**src/rtl/lpc_pkg.sv**
```systemverilog
// Shared constants and helpers for the precision-scalable LPC multiply-accumulate unit.
package lpc_pkg;

    // Element precision selected per beat.
    localparam logic [1:0] LPC_MODE_2B  = 2'b00;
    localparam logic [1:0] LPC_MODE_4B  = 2'b01;
    localparam logic [1:0] LPC_MODE_8B  = 2'b10;
    localparam logic [1:0] LPC_MODE_OFF = 2'b11;

    // Widest signed lane sum: (-128)*(-128) = 16384 needs 16 bits plus sign headroom.
    localparam int LANE_SUM_W = 17;

    // Full-precision width of the sum of all lane sums.
    function automatic int beat_sum_w(input int lanes);
        return LANE_SUM_W + $clog2(lanes);
    endfunction

endpackage

```
**src/rtl/lpc_lane_dot.sv**
```systemverilog
// One 8-bit lane: elementwise signed dot product of a and b at the precision set by mode.
module lpc_lane_dot
    import lpc_pkg::*;
(
    input  logic        [7:0]            a,
    input  logic        [7:0]            b,
    input  logic        [1:0]            mode,
    output logic signed [LANE_SUM_W-1:0] sum
);

    logic signed [LANE_SUM_W-1:0] p2 [4];
    logic signed [LANE_SUM_W-1:0] p4 [2];
    logic signed [LANE_SUM_W-1:0] p8;

    // Element products are formed at lane-sum width so no intermediate can overflow.
    genvar gi;
    generate
        for (gi = 0; gi < 4; gi++) begin : g_p2
            assign p2[gi] = LANE_SUM_W'($signed(a[2*gi +: 2])) * LANE_SUM_W'($signed(b[2*gi +: 2]));
        end
        for (gi = 0; gi < 2; gi++) begin : g_p4
            assign p4[gi] = LANE_SUM_W'($signed(a[4*gi +: 4])) * LANE_SUM_W'($signed(b[4*gi +: 4]));
        end
    endgenerate

    assign p8 = LANE_SUM_W'($signed(a)) * LANE_SUM_W'($signed(b));

    // Select the reduction matching the element size; an idle lane contributes zero.
    always_comb begin
        sum = '0;
        case (mode)
            LPC_MODE_2B: sum = p2[0] + p2[1] + p2[2] + p2[3];
            LPC_MODE_4B: sum = p4[0] + p4[1];
            LPC_MODE_8B: sum = p8;
            default:     sum = '0;
        endcase
    end

endmodule

```
**src/rtl/lpc_mac_acc.sv**
```systemverilog
// Pipelined, precision-scalable signed multiply-accumulate over LANES 8-bit lanes.
// Stages: S0 input capture, S1 beat-sum register, S2 accumulate, then result register.
// Optional macro LPC_SAT_EN: saturating arithmetic plus a sat_flag output.
module lpc_mac_acc
    import lpc_pkg::*;
#(
    parameter int LANES = 4,
    parameter int ACC_W = 32
) (
    input  logic                    clk,
    input  logic                    rst,
    input  logic [8*LANES-1:0]      i_x,
    input  logic [8*LANES-1:0]      i_y,
    input  logic [1:0]              mode,
    input  logic                    in_valid,
    input  logic                    acc_clr,
    input  logic                    acc_last,
    output logic signed [ACC_W-1:0] mac_out,
    output logic                    out_valid
`ifdef LPC_SAT_EN
    ,
    output logic                    sat_flag
`endif
);

    localparam int BEAT_W = beat_sum_w(LANES);

    // S0 registers
    logic [8*LANES-1:0] s0_x_reg;
    logic [8*LANES-1:0] s0_y_reg;
    logic [1:0]         s0_mode_reg;
    logic               s0_clr_reg;
    logic               s0_last_reg;
    logic               s0_valid_reg;

    // S1 registers
    logic signed [ACC_W-1:0] s1_sum_reg;
    logic                    s1_clr_reg;
    logic                    s1_last_reg;
    logic                    s1_valid_reg;

    // S2 / output registers
    logic signed [ACC_W-1:0] acc_reg;
    logic signed [ACC_W-1:0] acc_next;
    logic                    prev_last_reg;
    logic                    s2_last_reg;
    logic signed [ACC_W-1:0] mac_out_reg;
    logic                    out_valid_reg;

    logic signed [LANE_SUM_W-1:0] lane_sum [LANES];
    logic signed [BEAT_W-1:0]     beat_sum;
    logic signed [ACC_W-1:0]      beat_conv;
    logic                         acc_start;
    logic signed [ACC_W-1:0]      acc_base;

`ifdef LPC_SAT_EN
    localparam logic signed [ACC_W-1:0] ACC_MAX = {1'b0, {(ACC_W-1){1'b1}}};
    localparam logic signed [ACC_W-1:0] ACC_MIN = {1'b1, {(ACC_W-1){1'b0}}};

    logic               beat_ovf;
    logic               s1_sat_reg;
    logic               sat_acc_reg;
    logic               sat_next;
    logic               sat_flag_reg;
    logic               acc_ovf;
    logic signed [ACC_W:0] acc_wide;
`endif

    // S0: capture operands on valid beats; the valid bit tracks in_valid every cycle.
    always_ff @(posedge clk) begin
        if (rst) begin
            s0_valid_reg <= 1'b0;
            s0_x_reg     <= '0;
            s0_y_reg     <= '0;
            s0_mode_reg  <= LPC_MODE_OFF;
            s0_clr_reg   <= 1'b0;
            s0_last_reg  <= 1'b0;
        end else begin
            s0_valid_reg <= in_valid;
            if (in_valid) begin
                s0_x_reg    <= i_x;
                s0_y_reg    <= i_y;
                s0_mode_reg <= mode;
                s0_clr_reg  <= acc_clr;
                s0_last_reg <= acc_last;
            end
        end
    end

    genvar gi;
    generate
        for (gi = 0; gi < LANES; gi++) begin : g_lane
            lpc_lane_dot u_lane (
                .a    (s0_x_reg[8*gi +: 8]),
                .b    (s0_y_reg[8*gi +: 8]),
                .mode (s0_mode_reg),
                .sum  (lane_sum[gi])
            );
        end
    endgenerate

    // Reduce all lane sums at full precision.
    always_comb begin
        beat_sum = '0;
        for (int k = 0; k < LANES; k++) begin
            beat_sum = beat_sum + BEAT_W'(lane_sum[k]);
        end
    end

`ifdef LPC_SAT_EN
    // Clamp the beat sum into ACC_W when it is wider; otherwise sign-extend.
    generate
        if (BEAT_W > ACC_W) begin : g_beat_narrow
            logic [BEAT_W-ACC_W:0] beat_top;
            assign beat_top  = beat_sum[BEAT_W-1:ACC_W-1];
            assign beat_ovf  = !((&beat_top) || !(|beat_top));
            assign beat_conv = beat_ovf ? (beat_sum[BEAT_W-1] ? ACC_MIN : ACC_MAX)
                                        : beat_sum[ACC_W-1:0];
        end else begin : g_beat_wide
            assign beat_ovf  = 1'b0;
            assign beat_conv = ACC_W'(beat_sum);
        end
    endgenerate
`else
    // Wrap-around conversion: sign-extend or drop upper bits.
    assign beat_conv = ACC_W'(beat_sum);
`endif

    // S1: register the converted beat sum with its framing flags.
    always_ff @(posedge clk) begin
        if (rst) begin
            s1_valid_reg <= 1'b0;
            s1_sum_reg   <= '0;
            s1_clr_reg   <= 1'b0;
            s1_last_reg  <= 1'b0;
`ifdef LPC_SAT_EN
            s1_sat_reg   <= 1'b0;
`endif
        end else begin
            s1_valid_reg <= s0_valid_reg;
            s1_sum_reg   <= beat_conv;
            s1_clr_reg   <= s0_clr_reg;
            s1_last_reg  <= s0_last_reg;
`ifdef LPC_SAT_EN
            s1_sat_reg   <= beat_ovf;
`endif
        end
    end

    // Accumulator next value: restart on clr or after a finished accumulation.
    always_comb begin
        acc_start = s1_clr_reg || prev_last_reg;
        acc_base  = acc_start ? '0 : acc_reg;
`ifdef LPC_SAT_EN
        acc_wide  = {acc_base[ACC_W-1], acc_base} + {s1_sum_reg[ACC_W-1], s1_sum_reg};
        acc_ovf   = acc_wide[ACC_W] != acc_wide[ACC_W-1];
        acc_next  = acc_ovf ? (acc_wide[ACC_W] ? ACC_MIN : ACC_MAX) : acc_wide[ACC_W-1:0];
        sat_next  = (!acc_start && sat_acc_reg) || s1_sat_reg || acc_ovf;
`else
        acc_next  = acc_base + s1_sum_reg;
`endif
    end

    // S2: update the accumulator on valid beats only; bubbles hold it.
    always_ff @(posedge clk) begin
        if (rst) begin
            acc_reg       <= '0;
            prev_last_reg <= 1'b1;
            s2_last_reg   <= 1'b0;
`ifdef LPC_SAT_EN
            sat_acc_reg   <= 1'b0;
`endif
        end else begin
            s2_last_reg <= s1_valid_reg && s1_last_reg;
            if (s1_valid_reg) begin
                acc_reg       <= acc_next;
                prev_last_reg <= s1_last_reg;
`ifdef LPC_SAT_EN
                sat_acc_reg   <= sat_next;
`endif
            end
        end
    end

    // Result register: publish the finished accumulation and pulse out_valid.
    always_ff @(posedge clk) begin
        if (rst) begin
            mac_out_reg   <= '0;
            out_valid_reg <= 1'b0;
`ifdef LPC_SAT_EN
            sat_flag_reg  <= 1'b0;
`endif
        end else begin
            out_valid_reg <= s2_last_reg;
            if (s2_last_reg) begin
                mac_out_reg  <= acc_reg;
`ifdef LPC_SAT_EN
                sat_flag_reg <= sat_acc_reg;
`endif
            end
        end
    end

    assign mac_out   = mac_out_reg;
    assign out_valid = out_valid_reg;
`ifdef LPC_SAT_EN
    assign sat_flag  = sat_flag_reg;
`endif

endmodule

```
**config.mk**
```make
export PLATFORM = sky130hd
export DESIGN_NAME = lpc_mac_acc
export DESIGN_NICKNAME = d
export VERILOG_FILES = /design/src/rtl/lpc_pkg.sv /design/src/rtl/lpc_lane_dot.sv /design/src/rtl/lpc_mac_acc.sv
export SDC_FILE = /design/constraint.sdc
export NUM_CORES = 2
export LEC_CHECK = 0
export ABC_AREA = 1
export BUFFER_PORTS_ARGS = -buffer_cell sky130_fd_sc_hd__clkbuf_2
export CAP_MARGIN = 20
export CORE_UTILIZATION = 42
export DETAILED_ROUTE_END_ITERATION = 10
export MAX_ROUTING_LAYER = met4
export PLACE_DENSITY = 0.71
export SLEW_MARGIN = 25
export SYNTH_ARGS = -nofsm -noshare
export SYNTH_HDL_FRONTEND = slang
export SYNTH_SLANG_ARGS = --single-unit
```
**constraint.sdc**
```tcl
create_clock -name clk -period 7.2 [get_ports clk]
set_input_delay 0.72 -clock clk [delete_from_list [all_inputs] [get_ports clk]]
set_output_delay 0.72 -clock clk [all_outputs]
set_load 0.01 [all_outputs]
```
Word-level counts from Yosys, hierarchy flattened
Cells that the tools add are included.
- add/subtract/negate cells: 20
- mux-type cells: 5
- $mul: 28
- reductions and logical operators: 3
- eq/ne operators: 2
- operator list (cell ; number):
    $add A17 B17 Y17 ; 16
    $pmux W17 S3 ; 4
    $mul A2 B2 Y4 ; 16
    $mul A4 B4 Y8 ; 8
    $mul A8 B8 Y16 ; 4
    $add A32 B19 Y32 ; 1
    $mux W32 ; 1
    $add A18 B17 Y19 ; 1
    $add A19 B17 Y19 ; 1
    $add A17 B17 Y18 ; 1
    $eq A2 B1 Y1 const B ; 1
    $eq A2 B2 Y1 const B ; 1
    $logic_not A2 Y1 ; 1
    $logic_and A1 B1 Y1 ; 1
    $logic_or A1 B1 Y1 ; 1
- word-level logic and storage cells: 73
- bits in registers: 158
- input bits: 71
- output and inout port bits: 33

Depth between registers and ports, before layout
- word-level depth: 8
- mapped depth: 38
- mapped depth without buffers: 37

Modules after synthesis
Synthesis repeated with hierarchy kept, for this count alone.
- cells, all modules: 4440
- area total of the unflattened synthesis: 30908.4 sq um
- modules (own cells, without submodules) (module ; instances ; sequential area each (sq um) ; area each (sq um) ; cells each):
    lpc_mac_acc ; 1 ; 3163.0 ; 9669.3 ; 1447
    lpc_lane_dot at g_lane[2].u_lane ; 1 ; 0.0 ; 5397.7 ; 759
    lpc_lane_dot at g_lane[0].u_lane ; 1 ; 0.0 ; 5300.1 ; 745
    lpc_lane_dot at g_lane[1].u_lane ; 1 ; 0.0 ; 5292.6 ; 753
    lpc_lane_dot at g_lane[3].u_lane ; 1 ; 0.0 ; 5248.8 ; 736

Least setup slack after synthesis
No wires, ideal clock.
- kind: reg2reg
- start point: reg s0_y_reg[5]
- end point: reg s1_sum_reg[18] (netlist name)
- data arrival time: 7.043 ns
- stages on the path, launching flop included: 33
- library setup time: 0.113 ns
- required time: 7.087 ns
- setup slack: 0.044 ns
- period minus slack after synthesis: 7.156 ns
- buffers on the path: 1
- cell sequence: dfxtp_1 > clkbuf_1 > nand2_1 > fa_1 > fa_1 > inv_1 > fa_1 > ha_1 > fa_1 > nand3_1 > nand2_1 > xor2_1 > xnor2_1 > inv_1 > ha_1 > nand2_1 > o21a_1 > nand2_1 > inv_1 > fa_1 > o221ai_1 > fa_1 > inv_1 > fa_1 > inv_1 > ha_1 > nand2_1 > nor4_2 > nand3_1 > nand3_1 > nand2_1 > nand2_1 > nor2_1
- cells in the longest elaborated chain, start to end: 7
- elaborated cells on any way between the ends: 10
- classes of those cells: add/sub (6); mul (3); mux (1)
- ends and longest elaborated chain (what ; RTL line ; RTL):
    start, declared ; lpc_mac_acc.sv:30 ; logic [8*LANES-1:0] s0_y_reg;
    start signal, assigned ; lpc_mac_acc.sv:82 ; s0_y_reg <= i_y;
    $mul A2 B2 Y4 ; lpc_lane_dot.sv:19 ; assign p2[gi] = LANE_SUM_W'($signed(a[2*gi +: 2])) * LANE_SUM_W'($signed(b[2*gi +: 2]));
    $add A17 B17 Y17 (2 in series) ; lpc_lane_dot.sv:32 ; LPC_MODE_2B: sum = p2[0] + p2[1] + p2[2] + p2[3];
    $pmux W17 S3 (*) ; lpc_lane_dot.sv:31 ; case (mode)
    $add A17 B17 Y18 (*) ; lpc_mac_acc.sv:106 ; beat_sum = beat_sum + BEAT_W'(lane_sum[k]);
    $add A18 B17 Y19 (*) ; lpc_mac_acc.sv:106 ;
    $add A19 B17 Y19 (*) ; lpc_mac_acc.sv:106 ;
Every way passes the cells marked *; elsewhere a longest branch is shown, timed or not.
A chain may end at the register's enable or synchronous reset.

Worst setup path after layout
- start point: reg s0_x_reg[14]
- end point: reg s1_sum_reg[13]
- cells in the longest elaborated chain, start to end: 6
- elaborated cells on any way between the ends: 9
- classes of those cells: add/sub (5); mul (3); mux (1)
- ends and longest elaborated chain (what ; RTL line ; RTL):
    start, declared ; lpc_mac_acc.sv:29 ; logic [8*LANES-1:0] s0_x_reg;
    start signal, assigned ; lpc_mac_acc.sv:81 ; s0_x_reg <= i_x;
    $mul A4 B4 Y8 or $mul A2 B2 Y4 (tied branches) ; lpc_lane_dot.sv:22, lpc_lane_dot.sv:19 ;
    $add A17 B17 Y17 (on tied branches) ; lpc_lane_dot.sv:33, lpc_lane_dot.sv:32 ;
    $pmux W17 S3 (*) ; lpc_lane_dot.sv:31 ;
    $add A17 B17 Y18 (*) ; lpc_mac_acc.sv:106 ;
    $add A18 B17 Y19 (*) ; lpc_mac_acc.sv:106 ;
    $add A19 B17 Y19 (*) ; lpc_mac_acc.sv:106 ;
    end signal, assigned ; lpc_mac_acc.sv:141 ; s1_sum_reg <= beat_conv;
    end, declared ; lpc_mac_acc.sv:37 ; logic signed [ACC_W-1:0] s1_sum_reg;
Marked as above.

==> run metrics <==
status completed; Leakage 0.01859 uW; CTS Sinks 158; flops & latches, synth 158; CP Capture Type flop; Die Y 264.0 um; Fmax achieved between 0.1 and 0.15 GHz; Slew Limit Headroom 36.64%; largest net degree at the start of global routing between 80 and 90; final-report setup violation count 0; post-synth top area share approximately 28%; max-cap violations 0; ANT cells 0; post-synth top area cell fa_1; Seq/Total Area, Yosys 10.97%; DR vias/cell 4.894; die width about 260 um; Die ar. 69,690 um2; Top delay family on crit path adder cells; initial drt markers 1,356; FFs w/ async S/R, synth 0%; PwrDens 191.2 nW/um2; Cell Area, Synth 28,830 um2; routed via count 24,586; CTS Buf Count 17; Worst Path Required 7600 ps; average wire per standard cell 14.74 um; crit path DAT 7290 ps; main combinational cell family by area after synthesis adder cells; Mapped Cells 4,017; vias in the first global route ~25,000; CTS Root Cell clkbuf_16; Synthesized Nets 4,817; post-layout instance area 31,900 um2; register area 3173 um2; layout filler cell count around 6,700; fin crit share between 90% and 100%; Compound-Gate Fraction of Synth Area 9.788%; Critical-path top delay cell fa_1; Routed Wire Length 74,070 um; Tmin final 6890 ps; startpoint types flop; Final Hold Vio Count 0; CP most frequent cell fa_1; Worst path max stage delay roughly 530 ps; share of layout cells above drive strength 1 9.347%; Synth Area in XOR/XNOR 3.008%; GP Congestion about 0.96; Synth Area in Simple Gates between 10% and 20%; Ys Warns 0; Final Max Tran Viols 0; Netlist cell types 41; clk buf depth 2; Initial Util 42.70%; Placed Area 30,820 um2; Clock Latency Late Sink 510 ps; Multi-input gate area 21,760 um2; Hold Crit Class flop to flop; PortBufs 103; Post-synth top cells 1,011 x inv_1, 813 x nand2_1, 396 x fa_1; Main synth FF type dfxtp_1; Worst Hold Slack about 390 ps; CTS tree built; io pins 104; gr ovfl total 0; initial antenna violation count 1; antenna viol nets, final 0; Tightest Pin Transition 950.4 ps; count leader, synth inv_1; Avg Cell Area, Syn 7.176 um2; PnR Total Power about 6100 uW; final std cells w/o fill ~5,000; Area contributors post-synth fa_1 28%, ha_1 14%, inv_1 13%; row count 95; Peak VDD IR 0.0002582 V; CP Buf/Inv Count 5; DRT Pass-1 Iters 5; mux cell area share after synthesis 0%; area of the core 67,510 um2; htree depth 4; clk slew on worst S/H paths ~80 ps; setup TNS 0 ps; drt drc 0; first-pass GRT wire length 123,000 um; synthesized-area fraction occupied by adder cells about two fifths; Area Overhead vs Synth 10.67%; peak fanout along the critical path 4; dpl hpwl 61,920 um; total global routing track utilization 22.68%; placed cells 4,985; # hold bufs at CTS 0; Post-synth EDFFs 0; Clock Skews 19.44 ps; CP Class flop to flop; Total Nets Final approximately 4,900
## per-layer routing
layer,wire length (um),vias up,GRT usage [%]
li1,-,12394,-
met1,33300,11550,28.71
met2,35680,538,37.68
met3,3383,104,3.197
met4,1708,0,6.395
met5,0,-,-
## layout by cell type, fill, tap and decap left out, drive strengths merged, types with 6 or more instances in the layout
master,count
fa,396
o21bai,12
o21a,8
clkinv,14
nor2,296
buf,123
nand3,180
nor3,14
dfxtp,158
xor2,60
ha,333
a221oi,6
a21o,9
inv,1014
nand4,14
clkbuf,120
a21oi,237
or2,27
nand2,823
xnor2,39
nand3b,6
o21ai,217
a31oi,16
## through the flow
| stage | utilization, % | worst slack [ps] |
|---|---|---|
| 3_5_place_dp | 45.65 | -58.20 |
| 6_report | 47.25 | 309.8 |
| 4_1_cts | 46.62 | 31.21 |
| 3_3_place_gp | 45.65 | 6.575 |
| 2_1_floorplan | - | 44.03 |
| 5_1_grt | 47.25 | -56.52 |
## layout make-up
cell class / instances / area share (%)
multi-input cells: 2722 / 68.20
inverters: 1013 / 11.93
flip-flops and latches: 158 / 9.946
repair buffers: 226 / 4.510
well taps: 873 / 3.424
clock buffers: 17 / 1.333
clock inverters: 15 / 0.6550
## kinds of logic after synthesis
| kind of cell | after synthesis |
|---|---|
| buffers and inverters | 1137 |
| and+or+nand+nor | 1367 |
| DFF | 158 |
| adders and majority gates | 729 |
| xor gates and xnor gates | 99 |
| AOI/OAI and AO/OA | 527 |
## worst reg2reg max path: cells and delay by family, from the launching register on
family | cells | cell delay (ps)
adders and majority gates | 10 | 4270
AOI/OAI and AO/OA | 5 | 620
buffers and inverters | 5 | 350
and+or+nand+nor | 8 | 780
DFF | 1 | 380
xor gates and xnor gates | 2 | 380
## path summary, 6_finish.rpt
path / to / startpoint / cells after the start / slack, ps
max: s1_sum_reg[13] / s0_x_reg[14] / 30 / 310
min: s1_valid_reg / s0_valid_reg / 2 / 390
max reg2reg: s1_sum_reg[13] / s0_x_reg[14] / 30 / 310
min reg2reg: s1_valid_reg / s0_valid_reg / 2 / 390
## repair_timing
action / in CTS / in global routing
gates resized for setup: 5 / 87
cloned: 0 / 0
buffers inserted: 0 / 7
pin swaps: 2 / 33
setup endpoints to repair: 8 / 11
hold endpoints to repair: 0 / 0
## report_power, final
group	internal, uW	total, uW	leakage, uW	switching (uW)
clock network	476	989	0.000303	513
registers	957	1030	0.00130	70.8
logic	1570	4080	0.0170	2520
(Power assumes the default switching activity.)
